===== src/rtl/rv32i_pkg.sv =====
// rv32i_pkg -- shared definitions for the RV32I instruction encoder.
//   kind_e      : 4-bit instruction class carried on in_kind (10-15 are illegal)
//   OPC_*       : 7-bit major opcodes for each class
//   NOP_INSN    : canonical NOP (addi x0, x0, 0) emitted for illegal kinds
//   enc_word_t  : one FIFO entry, the encoded word plus its error flag
package rv32i_pkg;

  typedef enum logic [3:0] {
    K_LUI    = 4'd0,
    K_AUIPC  = 4'd1,
    K_JAL    = 4'd2,
    K_JALR   = 4'd3,
    K_BRANCH = 4'd4,
    K_LOAD   = 4'd5,
    K_STORE  = 4'd6,
    K_OP_IMM = 4'd7,
    K_OP     = 4'd8,
    K_FENCE  = 4'd9
  } kind_e;

  localparam logic [6:0] OPC_LUI    = 7'h37;
  localparam logic [6:0] OPC_AUIPC  = 7'h17;
  localparam logic [6:0] OPC_JAL    = 7'h6F;
  localparam logic [6:0] OPC_JALR   = 7'h67;
  localparam logic [6:0] OPC_BRANCH = 7'h63;
  localparam logic [6:0] OPC_LOAD   = 7'h03;
  localparam logic [6:0] OPC_STORE  = 7'h23;
  localparam logic [6:0] OPC_OP_IMM = 7'h13;
  localparam logic [6:0] OPC_OP     = 7'h33;
  localparam logic [6:0] OPC_FENCE  = 7'h0F;

  localparam logic [31:0] NOP_INSN = 32'h0000_0013;

  typedef struct packed {
    logic        err;
    logic [31:0] insn;
  } enc_word_t;

endpackage


===== src/rtl/rv32i_encode_if.sv =====
// rv32i_encode_if -- field-bundle input handshake and encoded-word output
// handshake of the RV32I encoder.
//   in_*  : producer -> encoder (valid/ready), fields kind/funct3/funct7/rd/rs1/rs2/imm
//   out_* : encoder -> consumer (valid/ready), 32-bit instruction plus error flag
// modport master : the producer/consumer side (testbench or boot sequencer)
// modport slave  : the encoder itself
interface rv32i_encode_if;
  logic        in_valid;
  logic        in_ready;
  logic [3:0]  in_kind;
  logic [2:0]  in_funct3;
  logic [6:0]  in_funct7;
  logic [4:0]  in_rd;
  logic [4:0]  in_rs1;
  logic [4:0]  in_rs2;
  logic [31:0] in_imm;
  logic        out_valid;
  logic        out_ready;
  logic [31:0] out_insn;
  logic        out_err;

  modport master (
    output in_valid, in_kind, in_funct3, in_funct7, in_rd, in_rs1, in_rs2, in_imm,
    output out_ready,
    input  in_ready, out_valid, out_insn, out_err
  );

  modport slave (
    input  in_valid, in_kind, in_funct3, in_funct7, in_rd, in_rs1, in_rs2, in_imm,
    input  out_ready,
    output in_ready, out_valid, out_insn, out_err
  );
endinterface


===== src/rtl/rv32i_encode_fifo.sv =====
// rv32i_encode_fifo -- DEPTH x WIDTH synchronous FIFO with occupancy count.
//   clk, rst_n : clock, asynchronous active-low reset (empties the FIFO)
//   push,wdata : write one entry (caller guarantees !full)
//   pop        : drop the head entry (caller guarantees !empty)
//   rdata      : head entry, valid while !empty
//   full,empty : count == DEPTH / count == 0
// DEPTH must be a power of two so the pointers wrap by natural overflow.
module rv32i_encode_fifo #(
  parameter int DEPTH = 2,
  parameter int WIDTH = 33
) (
  input  logic             clk,
  input  logic             rst_n,
  input  logic             push,
  input  logic [WIDTH-1:0] wdata,
  input  logic             pop,
  output logic [WIDTH-1:0] rdata,
  output logic             full,
  output logic             empty
);
  localparam int AW = (DEPTH > 1) ? $clog2(DEPTH) : 1;
  localparam int CW = AW + 1;

  logic [WIDTH-1:0] mem [DEPTH];
  logic [AW-1:0]    wr_ptr_q, wr_ptr_d;
  logic [AW-1:0]    rd_ptr_q, rd_ptr_d;
  logic [CW-1:0]    count_q,  count_d;

  // NOTE: every variable gets a default before any branch, so no path leaves it unassigned and no latch is inferred.
  always_comb begin
    wr_ptr_d = wr_ptr_q;
    rd_ptr_d = rd_ptr_q;
    count_d  = count_q;
    if (push) wr_ptr_d = wr_ptr_q + AW'(1);
    if (pop)  rd_ptr_d = rd_ptr_q + AW'(1);
    case ({push, pop})
      2'b10:   count_d = count_q + CW'(1);
      2'b01:   count_d = count_q - CW'(1);
      default: count_d = count_q;
    endcase
  end

  // NOTE: sequential state uses non-blocking assignments so every flop samples pre-edge values.
  always_ff @(posedge clk or negedge rst_n) begin
    if (!rst_n) begin
      wr_ptr_q <= '0;
      rd_ptr_q <= '0;
      count_q  <= '0;
    end else begin
      wr_ptr_q <= wr_ptr_d;
      rd_ptr_q <= rd_ptr_d;
      count_q  <= count_d;
    end
  end

  // NOTE: storage is deliberately not reset; an empty count masks stale contents and keeps this a plain RAM.
  always_ff @(posedge clk) begin
    if (push) mem[wr_ptr_q] <= wdata;
  end

  assign rdata = mem[rd_ptr_q];
  assign full  = (count_q == CW'(DEPTH));
  assign empty = (count_q == '0);
endmodule


===== src/rtl/rv32i_encode.sv =====
// rv32i_encode -- streaming RV32I instruction encoder.
//   clk   : single rising-edge clock
//   rst_n : asynchronous active-low reset; empties the output FIFO
//   bus   : rv32i_encode_if.slave -- field bundle in (valid/ready),
//           encoded word + error flag out (valid/ready)
// Fields are packed combinationally and written into a DEPTH-entry FIFO on
// the accepting edge. Illegal kinds (10-15) produce a NOP with err set.
// Optional build macro RV32I_ENCODE_RANGE_CHECK_EN additionally flags
// immediates that do not fit their format (the word is still encoded from
// the truncated bits); without it only illegal kinds set err.
module rv32i_encode
  import rv32i_pkg::*;
#(
  parameter int DEPTH = 2
) (
  input  logic           clk,
  input  logic           rst_n,
  rv32i_encode_if.slave  bus
);
  logic [31:0] imm;
  logic [4:0]  rd, rs1, rs2;
  logic [2:0]  f3;
  logic [6:0]  f7;
  logic        shift_op;
  logic [31:0] enc_insn;
  logic        illegal;
  logic        range_err;
  enc_word_t   wdata, rdata;
  logic        full, empty, push, pop;

  assign imm = bus.in_imm;
  assign rd  = bus.in_rd;
  assign rs1 = bus.in_rs1;
  assign rs2 = bus.in_rs2;
  assign f3  = bus.in_funct3;
  assign f7  = bus.in_funct7;

  // Immediate shifts (slli/srli/srai) carry funct7 and a 5-bit shamt.
  assign shift_op = (f3 == 3'b001) || (f3 == 3'b101);

  always_comb begin
    enc_insn = '0;
    illegal  = 1'b0;
    case (bus.in_kind)
      K_LUI:    enc_insn = {imm[31:12], rd, OPC_LUI};
      K_AUIPC:  enc_insn = {imm[31:12], rd, OPC_AUIPC};
      K_JAL:    enc_insn = {imm[20], imm[10:1], imm[11], imm[19:12], rd, OPC_JAL};
      K_JALR:   enc_insn = {imm[11:0], rs1, f3, rd, OPC_JALR};
      K_BRANCH: enc_insn = {imm[12], imm[10:5], rs2, rs1, f3, imm[4:1], imm[11], OPC_BRANCH};
      K_LOAD:   enc_insn = {imm[11:0], rs1, f3, rd, OPC_LOAD};
      K_STORE:  enc_insn = {imm[11:5], rs2, rs1, f3, imm[4:0], OPC_STORE};
      K_OP_IMM: begin
        if (shift_op) enc_insn = {f7, imm[4:0], rs1, f3, rd, OPC_OP_IMM};
        else          enc_insn = {imm[11:0], rs1, f3, rd, OPC_OP_IMM};
      end
      K_OP:     enc_insn = {f7, rs2, rs1, f3, rd, OPC_OP};
      K_FENCE:  enc_insn = {imm[11:0], rs1, f3, rd, OPC_FENCE};
      default: begin
        enc_insn = NOP_INSN;
        illegal  = 1'b1;
      end
    endcase
  end

`ifdef RV32I_ENCODE_RANGE_CHECK_EN
  logic signed [31:0] simm;
  logic               i_ok, b_ok, j_ok;

  assign simm = $signed(imm);
  assign i_ok = (simm >= -32'sd2048)    && (simm <= 32'sd2047);
  assign b_ok = (simm >= -32'sd4096)    && (simm <= 32'sd4094)    && !imm[0];
  assign j_ok = (simm >= -32'sd1048576) && (simm <= 32'sd1048574) && !imm[0];

  always_comb begin
    range_err = 1'b0;
    case (bus.in_kind)
      K_LUI, K_AUIPC:                   range_err = |imm[11:0];
      K_JAL:                            range_err = !j_ok;
      K_BRANCH:                         range_err = !b_ok;
      K_JALR, K_LOAD, K_STORE, K_FENCE: range_err = !i_ok;
      K_OP_IMM:                         range_err = shift_op ? (|imm[31:5]) : !i_ok;
      default:                          range_err = 1'b0;
    endcase
  end
`else
  assign range_err = 1'b0;
`endif

  assign wdata.insn = enc_insn;
  assign wdata.err  = illegal | range_err;

  // in_ready drops during reset as well as when full; no pass-through when full.
  assign bus.in_ready = rst_n & ~full;
  assign push         = bus.in_valid & bus.in_ready;
  assign pop          = ~empty & bus.out_ready;

  rv32i_encode_fifo #(
    .DEPTH (DEPTH),
    .WIDTH ($bits(enc_word_t))
  ) u_fifo (
    .clk   (clk),
    .rst_n (rst_n),
    .push  (push),
    .wdata (wdata),
    .pop   (pop),
    .rdata (rdata),
    .full  (full),
    .empty (empty)
  );

  // Outputs read as zero while empty so stale RAM contents never show.
  assign bus.out_valid = ~empty;
  assign bus.out_insn  = empty ? '0   : rdata.insn;
  assign bus.out_err   = empty ? 1'b0 : rdata.err;
endmodule


===== src/flat_wrapper.sv =====
// flat-port wrapper written by rule: the top's interface ports become plain ports
module rv32i_encode_flat import rv32i_pkg::*;
#(
  parameter int DEPTH = 2
)
  (clk, rst_n, bus_in_valid, bus_in_kind, bus_in_funct3, bus_in_funct7, bus_in_rd, bus_in_rs1, bus_in_rs2, bus_in_imm, bus_out_ready, bus_in_ready, bus_out_valid, bus_out_insn, bus_out_err);
  rv32i_encode_if bus_i ();
  input  logic clk;
  input  logic rst_n;
  input wire logic [$bits(bus_i.in_valid)-1:0] bus_in_valid;
  input wire logic [$bits(bus_i.in_kind)-1:0] bus_in_kind;
  input wire logic [$bits(bus_i.in_funct3)-1:0] bus_in_funct3;
  input wire logic [$bits(bus_i.in_funct7)-1:0] bus_in_funct7;
  input wire logic [$bits(bus_i.in_rd)-1:0] bus_in_rd;
  input wire logic [$bits(bus_i.in_rs1)-1:0] bus_in_rs1;
  input wire logic [$bits(bus_i.in_rs2)-1:0] bus_in_rs2;
  input wire logic [$bits(bus_i.in_imm)-1:0] bus_in_imm;
  input wire logic [$bits(bus_i.out_ready)-1:0] bus_out_ready;
  output wire logic [$bits(bus_i.in_ready)-1:0] bus_in_ready;
  output wire logic [$bits(bus_i.out_valid)-1:0] bus_out_valid;
  output wire logic [$bits(bus_i.out_insn)-1:0] bus_out_insn;
  output wire logic [$bits(bus_i.out_err)-1:0] bus_out_err;
  assign bus_i.in_valid = bus_in_valid;
  assign bus_i.in_kind = bus_in_kind;
  assign bus_i.in_funct3 = bus_in_funct3;
  assign bus_i.in_funct7 = bus_in_funct7;
  assign bus_i.in_rd = bus_in_rd;
  assign bus_i.in_rs1 = bus_in_rs1;
  assign bus_i.in_rs2 = bus_in_rs2;
  assign bus_i.in_imm = bus_in_imm;
  assign bus_i.out_ready = bus_out_ready;
  assign bus_in_ready = bus_i.in_ready;
  assign bus_out_valid = bus_i.out_valid;
  assign bus_out_insn = bus_i.out_insn;
  assign bus_out_err = bus_i.out_err;
  rv32i_encode #(.DEPTH(DEPTH)) u_core (.clk(clk), .rst_n(rst_n), .bus(bus_i));
endmodule

===== config.mk =====
export PLATFORM = sky130hd
export DESIGN_NAME = rv32i_encode_flat
export DESIGN_NICKNAME = d
export VERILOG_FILES = /design/src/rtl/rv32i_pkg.sv /design/src/rtl/rv32i_encode_if.sv /design/src/rtl/rv32i_encode_fifo.sv /design/src/rtl/rv32i_encode.sv /design/src/flat_wrapper.sv
export SDC_FILE = /design/constraint.sdc
export NUM_CORES = 1
export LEC_CHECK = 0
export ABC_AREA = 1
export CORE_UTILIZATION = 42
export DETAILED_ROUTE_END_ITERATION = 12
export PLACE_DENSITY = 0.83
export SYNTH_ARGS = -nofsm -noshare
export SYNTH_HDL_FRONTEND = slang
export SYNTH_SLANG_ARGS = --single-unit

===== constraint.sdc =====
create_clock -name clk -period 2.3 [get_ports clk]
set_input_delay 0.46 -clock clk [delete_from_list [all_inputs] [get_ports clk]]
set_output_delay 0.46 -clock clk [all_outputs]
set_load 0.1 [all_outputs]

==> flow_summary.toml <==
[status]
outcome = "finished, final reports clean"

[clock_network]
post_cts_buffers = 0
cts.sinks = 66
postCtsResizedCells = 0
max-clock-path-buffers = 2
ctsHoldBuffers = 0
cts_htree_levels = 3
insertion_delay_ns = 0.33
clk_pin_slew_ns = 0.07
cts_tree = "built"
cts_root_buf = "clkbuf_8"
cts_buffers = 9

[synthesis]
netlist_instances = 342
yosysUniqueCellTypes = 26
synth_edf_count = 62
synthFlopType = "edfxtp_1"
syn_avg_cell_area_um2 = 9.43
synth_seq_cells = 66
syn-num-nets = 408
synth_warnings = 0
syn-cell-area_um2 = 3220
ys_async_sr_fraction_pct = 6.06
yosysSeqAreaShare_pct = 60.8

[die]
die_w_um = 89.6
dieArea_um2 = 8030
fp.dieH_um = 89.6
core-area_um2 = 7330
start_util_pct = 44.0
row_count = 31
io_pins = 100

[finish]
diodes = 0
layoutNonFillerInstCount = 551
final_common_cell = "nand2_1"
final_cell_mix = "nand2_1, clkdlybuf4s50_1, edfxtp_1, buf_12, a21oi_2"
area_growth_pct = 56.4
final_nets = 513
drive_gt1_share_pct = 25.0
fin_util_pct = 68.8
fin_area_um2 = 5040

[min_path]
min_path_type = "input port to async pin"

[placed_design]
dp_hpwl_um = 6440
dp_worst_setup_slack_ns = 0.0874
dp_cells = 535
gp_congestion = 0.862
placed_area_um2 = 4830
port_buffers = 99

[timing]
hold_ws_ns = 0.424
relSlewSlack_pct = 77.9
slew_violations = 0
setup_violations = 0
fmax_mhz = 492
worst_pin_slew_ns = 0.331
setup_slack_ns = 0.266
finalCriticalPeriod_ns = 2.03
grt_setup_unrepaired = "no"
setup-tns-final_ns = 0
hold_viol_final = 0
finalCritPeriodShare_pct = 88.4
fin_worst_skew_ns = 0.00777

[detailed_routing]
drc = 0
wire_per_inst_um = 16.1
detail-route-antenna-nets = 0
drt_iter0_drc = 187
routed-via-count = 2828
vias_per_cell = 5.13
postRouteWirelength_um = 8850
dr.pass1.iters = 4
routed-wl-met2_um = 4580
met1_length_um = 3630
dr_wl_met3_um = 508
highest_layer = "met4"

[pwr]
p_per_area_nw_per_um2 = 1600
leakagePower_nw = 1.97
max-vdd-ir-drop_mv = 0.877
p_total_mw = 8.06

[setup_path]
required_ns = 1.84
crit_path_start_kind = "flip-flop"
path_class = "flip-flop to output port"
crit_path_end_kind = "output port"
cp_max_fo = 21
cp.arrival_ns = 1.57

[grt]
grt.overflow.total = 0
first_global_vias = 2845
grtUsageTotal_pct = 23.2
grt_max_degree = 34
grt_pass1_wl_um = 13700
antenna_found_initial = 0

[run]
cap_violations = 0
==> where the power goes <==
| group | leakage (nW) | total, mW | switching, mW | internal (mW) |
|---|---|---|---|---|
| sequential | 0.622 | 1.61 | 0.0843 | 1.53 |
| clock | 0.104 | 1.03 | 0.431 | 0.604 |
| combinational | 1.24 | 5.42 | 3.68 | 1.73 |
| total | 1.97 | 8.06 | 4.20 | 3.86 |
==> cell families (layout without fill, tap and decap cells) <==
logic type / count (synthesis) / in the layout / synth area share, %
AO/OA/AOI/OAI: 58 / 58 / 9.78
flip-flops: 66 / 66 / 60.8
XOR/XNOR: 4 / 4 / 1.09
buffers and inverters: 32 / 142 / 4.46
AND/OR/NAND/NOR: 181 / 181 / 23.4
adder cells (fa/ha/maj): 1 / 1 / 0.388
==> cell usage after synthesis, types with 3 or more instances <==
library cell	n	area, um2
nand2_1	138	518
edfxtp_1	62	1860
a21oi_1	45	225
nand3_1	14	70.1
nor2_1	14	52.6
inv_1	13	48.8
a21boi_0	7	52.6
clkbuf_1	6	22.5
inv_2	5	18.8
nand2_2	5	31.3
nor2_2	5	31.3
buf_2	4	20.0
dfrtp_1	4	100
buf_4	3	22.5
o21ai_0	3	15.0
==> final cells by class <==
class | instances | area [um2]
Fill cell | 516 | 2290
Timing Repair Buffer | 108 | 1410
Inverter | 18 | 67.6
Multi-Input combinational cell | 244 | 1270
Sequential cell | 66 | 1960
Clock buffer | 10 | 128
Tap cell | 99 | 124
Clock inverter | 6 | 81.3
==> critical path, stage by stage, from the launching register on <==
cell and delay, ns:
dfrtp_1 0.41, inv_1 0.08, buf_4 0.24, nand2_1 0.10, a21oi_2 0.20, buf_12 0.20
==> per-layer routing <==
layer | GRT usage (%) | up-vias
li1 | - | 1356
met1 | 29.3 | 1342
met2 | 40.2 | 120
met3 | 4.02 | 10
met4 | 8.37 | 0
met5 | 0 | -
==> final timing paths <==
kind,startpoint,endpoint,slack (ns),cells past startpoint
max,u_core.u_fifo.rd_ptr_q,bus_out_insn[18],0.27,5
min,rst_n,u_core.u_fifo.count_q[1],0.42,2
max reg2reg,u_core.u_fifo.count_q[0],u_core.u_fifo.count_q[1],0.50,7
min reg2reg,u_core.u_fifo.count_q[0],u_core.u_fifo.count_q[0],0.61,1
max in group asynchronous,rst_n,u_core.u_fifo.wr_ptr_q,1.78,2
min in group clk,u_core.u_fifo.count_q[0],u_core.u_fifo.count_q[0],0.61,1
==> flip-flops by register name, indices dropped and copies added (netlist names) <==
name                    cells
u_core.u_fifo.mem          62
u_core.u_fifo.wr_ptr_q      1
u_core.u_fifo.rd_ptr_q      1
u_core.u_fifo.count_q       2
Note: power is estimated with default switching activity, not from simulation.
